### src/rtl/writeback_unit.sv
// writeback_unit: register-file write stage with valid/ready intake, load wait with timeout,
// and load byte extraction/extension.
module writeback_unit #(
    parameter int XLEN        = 64,
    parameter int MEM_TIMEOUT = 16
) (
    input  logic            clk,
    input  logic            reset,
    input  logic            in_valid,
    output logic            in_ready,
    input  logic            in_reg_write,
    input  logic            in_mem_to_reg,
    input  logic [2:0]      in_funct3,
    input  logic [4:0]      in_rd,
    input  logic [XLEN-1:0] in_alu_result,
    input  logic            mem_rvalid,
    input  logic [XLEN-1:0] mem_rdata,
    output logic            RegWrite,
    output logic [4:0]      rd,
    output logic [XLEN-1:0] write_data,
    output logic            retire,
    output logic            err,
    output logic            pend_valid,
    output logic [4:0]      pend_rd
);
    localparam int CW = $clog2(MEM_TIMEOUT + 1);
    localparam logic [CW-1:0] LIMIT = CW'(MEM_TIMEOUT - 1);

    typedef enum logic [1:0] {IDLE, WAIT_MEM, RETIRE} state_t;

    state_t state, state_n;
    logic [CW-1:0] cnt, cnt_n;
    logic [4:0] lrd, lrd_n, rd_n;
    logic [2:0] lf3, lf3_n, loff, loff_n;
    logic reg_write_n, retire_n, err_n, accept, illegal;
    logic [XLEN-1:0] write_data_n, shifted;

    function automatic logic [XLEN-1:0] ext(input logic [2:0] f, input logic [XLEN-1:0] v);
        case (f)
            3'd0:    ext = {{(XLEN-8){v[7]}}, v[7:0]};
            3'd1:    ext = {{(XLEN-16){v[15]}}, v[15:0]};
            3'd2:    ext = {{(XLEN-32){v[31]}}, v[31:0]};
            3'd4:    ext = {{(XLEN-8){1'b0}}, v[7:0]};
            3'd5:    ext = {{(XLEN-16){1'b0}}, v[15:0]};
            3'd6:    ext = {{(XLEN-32){1'b0}}, v[31:0]};
            default: ext = v;
        endcase
    endfunction

    assign in_ready   = state != WAIT_MEM;
    assign pend_valid = state == WAIT_MEM;
    assign pend_rd    = pend_valid ? lrd : 5'd0;
    assign accept     = in_valid & in_ready;
    assign shifted    = mem_rdata >> {loff, 3'b000};
    // funct3[1:0] encodes access size; each size needs its low offset bits clear
    assign illegal    = (in_funct3 == 3'b111)
                      | ((in_funct3[1:0] == 2'd1) & in_alu_result[0])
                      | ((in_funct3[1:0] == 2'd2) & |in_alu_result[1:0])
                      | ((in_funct3[1:0] == 2'd3) & |in_alu_result[2:0]);

    always_comb begin
        state_n      = state;
        cnt_n        = cnt;
        lrd_n        = lrd;
        lf3_n        = lf3;
        loff_n       = loff;
        rd_n         = rd;
        write_data_n = write_data;
        reg_write_n  = 1'b0;
        retire_n     = 1'b0;
        err_n        = 1'b0;
        if (state == WAIT_MEM) begin
            if (mem_rvalid) begin
                state_n      = RETIRE;
                rd_n         = lrd;
                reg_write_n  = lrd != 5'd0;
                write_data_n = ext(lf3, shifted);
                retire_n     = 1'b1;
            end else if (cnt == LIMIT) begin
                state_n  = RETIRE;
                retire_n = 1'b1;
                err_n    = 1'b1;
            end else begin
                cnt_n = cnt + 1'b1;
            end
        end else if (accept) begin
            if (in_mem_to_reg && illegal) begin
                state_n  = RETIRE;
                retire_n = 1'b1;
                err_n    = 1'b1;
            end else if (in_mem_to_reg) begin
                state_n = WAIT_MEM;
                cnt_n   = '0;
                lrd_n   = in_rd;
                lf3_n   = in_funct3;
                loff_n  = in_alu_result[2:0];
            end else begin
                state_n      = RETIRE;
                rd_n         = in_rd;
                write_data_n = in_alu_result;
                reg_write_n  = in_reg_write & (in_rd != 5'd0);
                retire_n     = 1'b1;
            end
        end else begin
            state_n = IDLE;
        end
    end

    always_ff @(posedge clk or posedge reset) begin
        if (reset) begin
            state      <= IDLE;
            cnt        <= '0;
            lrd        <= '0;
            lf3        <= '0;
            loff       <= '0;
            rd         <= '0;
            write_data <= '0;
            RegWrite   <= 1'b0;
            retire     <= 1'b0;
            err        <= 1'b0;
        end else begin
            state      <= state_n;
            cnt        <= cnt_n;
            lrd        <= lrd_n;
            lf3        <= lf3_n;
            loff       <= loff_n;
            rd         <= rd_n;
            write_data <= write_data_n;
            RegWrite   <= reg_write_n;
            retire     <= retire_n;
            err        <= err_n;
        end
    end
endmodule

### config.mk
export PLATFORM = sky130hd
export DESIGN_NAME = writeback_unit
export DESIGN_NICKNAME = d
export VERILOG_FILES = /design/src/rtl/writeback_unit.sv
export SDC_FILE = /design/constraint.sdc
export NUM_CORES = 1
export LEC_CHECK = 0
export BUFFER_PORTS_ARGS = -buffer_cell sky130_fd_sc_hd__buf_4
export CAP_MARGIN = 0
export CORE_MARGIN = 3
export CORE_UTILIZATION = 35
export DETAILED_ROUTE_END_ITERATION = 8
export GPL_TIMING_DRIVEN = 1
export PLACE_DENSITY_LB_ADDON = 0.15
export SYNTH_ARGS = -nofsm -noshare
export SYNTH_HDL_FRONTEND = slang
export SYNTH_SLANG_ARGS = --single-unit
### constraint.sdc
create_clock -name clk -period 3.1 [get_ports clk]
set_input_delay 0.155 -clock clk [delete_from_list [all_inputs] [get_ports clk]]
set_output_delay 0.155 -clock clk [all_outputs]
set_load 0.01 [all_outputs]
==> impl_metrics.tcl <==
set metrics [dict create \
    num_rows 47 \
    fillers 1632 \
    synth_cells 665 \
    final.setup_skew_ps 13.8 \
    h-tree-depth 3 \
    cp.required_ps 3320 \
    post-route-drc-count 0 \
    antenna_cells 0 \
    swShare_pct 38.0 \
    drive_gt1_share_pct 39.1 \
    cts_resized 0 \
    vdd_drop_max_uv 339 \
    powerDensity_nw_per_um2 595 \
    power.leakage_nw 3.55 \
    syn2layout_area_growth_pct 34.9 \
    setup_viol 0 \
    p_int_mw 3.02 \
    status "finished, final reports clean" \
    layout_common_cells "buf_4 (235), dfrtp_1 (88), nand2_1 (80), nor2_1 (69), nor3_1 (51)" \
    timing.fmax_mhz 396 \
    root_buffer "clkbuf_16" \
    synth_edf_count 0 \
    yosys.area.top_type "dfrtp_1" \
    ys_types 54 \
    cts.sinks 90 \
    start_kind "flip-flop" \
    grt_pass1_vias 5997 \
    syn_area_um2 6070 \
    power.switching_mw 1.85 \
    die_w_um 138 \
    final_common_cell "buf_4" \
    final_antenna_net_count 0 \
    routed_wl_um 22500 \
    cap_violations 0 \
    whs_ps 47.0 \
    synth_flop_cell "dfrtp_1" \
    fin_nets 999 \
    yosysWarnings 0 \
    start_util_pct 36.2 \
    comb_power_share_pct 42.3 \
    dieArea_um2 19000 \
    drv_slew 0 \
    antenna_found_initial 0 \
    syn_avg_cell_area_um2 9.13 \
    hpwlAfterDp_um 17500 \
    syn-num-nets 809 \
    cp_cell_sequence "buf_4 > mux2i_1 > mux4_2 > nor2_1 > nor3_1 > o21ai_0" \
    finalCritPeriodShare_pct 81.5 \
    use_met1_pct 32.0 \
    grt_usage_pct 23.5 \
    cts_setup_buffers 0 \
    cts_inserted_buffers 9 \
    ys_async_sr_fraction_pct 100 \
    synth_seq_area_share_pct 37.1 \
    num_io_pins 221 \
    grtUsageMet3_pct 5.15 \
    max_slew_margin_pct 37.6 \
    crit_path_max_incr_delay_ps 670 \
    hold_viol 0 \
    detail_route.first_pass.iterations 5 \
    clockBufferDepth 2 \
    tns_ps 0 \
    die_h_um 138 \
    synth_top_area_share_pct 37.1 \
    portBuffers 220 \
    arrival_ps 2750 \
    cp-end-kind "flip-flop" \
    coreArea_um2 16800 \
    vias_per_cell 5.54 \
    grt_pass1_wl_um 34200 \
    fin_crit_ps 2530 \
    synth-seq-cells 90 \
    seqPwrFrac_pct 33.9 \
    drt_iter0_drc 485 \
    grt.overflow.total 0 \
    grt_setup_unrepaired "no" \
    grt_max_degree 76 \
    critical_path_class "flip-flop to flip-flop" \
    hp-class "primary input to flip-flop" \
    path_max_fanout 61 \
    cts_tree "yes" \
    vias 5984 \
    p_clk_share_pct 23.8 \
    wire_per_inst_um 20.8 \
    yosys-top-cells-area "dfrtp_1 (37%), a211oi_2 (7.6%), mux2i_1 (6.9%)" \
    top_usage_layer "met2" \
    cp_slowest_cell "buf_4" \
    clk_latency_ps 350 \
    clk_pin_slew_ps 80 \
    worst_pin_slew_ps 933 \
    gp_congestion 0.917 \
    use_met2_pct 38.5 \
]
[through the flow]
step                      worst slack [ps]  util (%)  cells  area (um^2)  power (mW)
after floorplan                        610         -    665         6070        2.88
final                                  574      48.9   1080         8190        4.88
after global placement                 702      47.0   1063         7870        3.70
after detailed placement               658      47.0   1063         7870        3.73
after CTS                              649      48.9   1080         8190        4.89
after global routing                   401      48.9   1080         8190        5.14
[routing by layer]
| metal | vias to the layer above | routed length, um |
|---|---|---|
| li1 | 2805 | - |
| met1 | 2943 | 9610 |
| met5 | - | 0 |
| met2 | 216 | 10800 |
| met3 | 20 | 1780 |
| met4 | 0 | 333 |
[power groups by stage]
stage / combinational [mW] / sequential (mW) / clock (mW)
2_1_floorplan: 1.21 / 1.67 / 0
3_3_place_gp: 2.03 / 1.66 / 0
3_5_place_dp: 2.07 / 1.66 / 0
4_1_cts: 2.07 / 1.65 / 1.18
5_1_grt: 2.23 / 1.69 / 1.22
6_report: 2.06 / 1.65 / 1.16
[synth_stat cells, types with 2 or more instances]
master	instances
buf_1	4
buf_2	9
a221oi_1	5
nor3_1	51
nor2b_1	6
o21ai_0	49
and2_1	8
mux2_2	23
and3_1	3
ha_1	2
o21ai_1	2
inv_1	4
nor2_1	70
mux4_2	10
xnor2_1	2
dfrtp_1	90
mux2i_1	42
o211ai_1	11
a32oi_1	5
buf_4	3
o22ai_1	3
or4_1	2
a211oi_2	37
nand2_1	80
a211oi_1	17
a21oi_1	14
a31oi_1	2
clkbuf_1	37
nand2b_1	23
nand3_1	15
buf_6	6
o2111ai_1	8
[area by class of cell]
cell class / count / area, um^2 / share of cell area (%)
Tap cell: 220 / 275 / 3.36
Timing Repair Buffer: 238 / 1810 / 22.2
Sequential cell: 90 / 2250 / 27.5
Inverter: 5 / 20.0 / 0.244
Clock buffer: 9 / 225 / 2.75
Clock inverter: 7 / 86.3 / 1.05
Multi-Input combinational cell: 511 / 3510 / 42.9
[critical path: cells and delay by family, from the launching register on]
family	cells	cell delay, ps
muxes	2	870
buffers and inverters	1	670
DFF	1	490
and+or+nand+nor	2	220
AOI/OAI and AO/OA	1	110
[logic make-up (layout without fill, tap and decap cells)]
group           count (synthesis)  in the layout  share of synthesized area [%]
simple gates                  269            269                           20.8
flops                          90             90                           37.1
fa+ha+maj                       2              2                          0.412
mux                            76             76                           15.1
xor+xnor                        2              2                          0.289
buf+inv                        64            259                           5.07
compound gates                162            162                           21.3
[final timing paths]
check / start / to / slack, ps / cells after the start
max: loff[1] / write_data[13] / 570 / 6
min: in_funct3[1] / lf3[1] / 50 / 2
max reg2reg: loff[1] / write_data[13] / 570 / 6
min reg2reg: write_data[6] / write_data[6] / 480 / 2
max in group asynchronous: reset / write_data[14] / 1870 / 4
min in group asynchronous: reset / err / 480 / 3
[sequential cells by signal, indices dropped and copies added (netlist names)]
name and flops:
RegWrite 1, cnt 5, err 1, lf3 3, loff 3, lrd 5
rd 5, retire 1, state 2, write_data 64
[what timing repair did]
item	CTS	global route
endpoints found under the hold margin	43	0
hold buffers	1	0
setup endpoints to repair	0	0
Note: power is estimated with default switching activity, not from simulation.
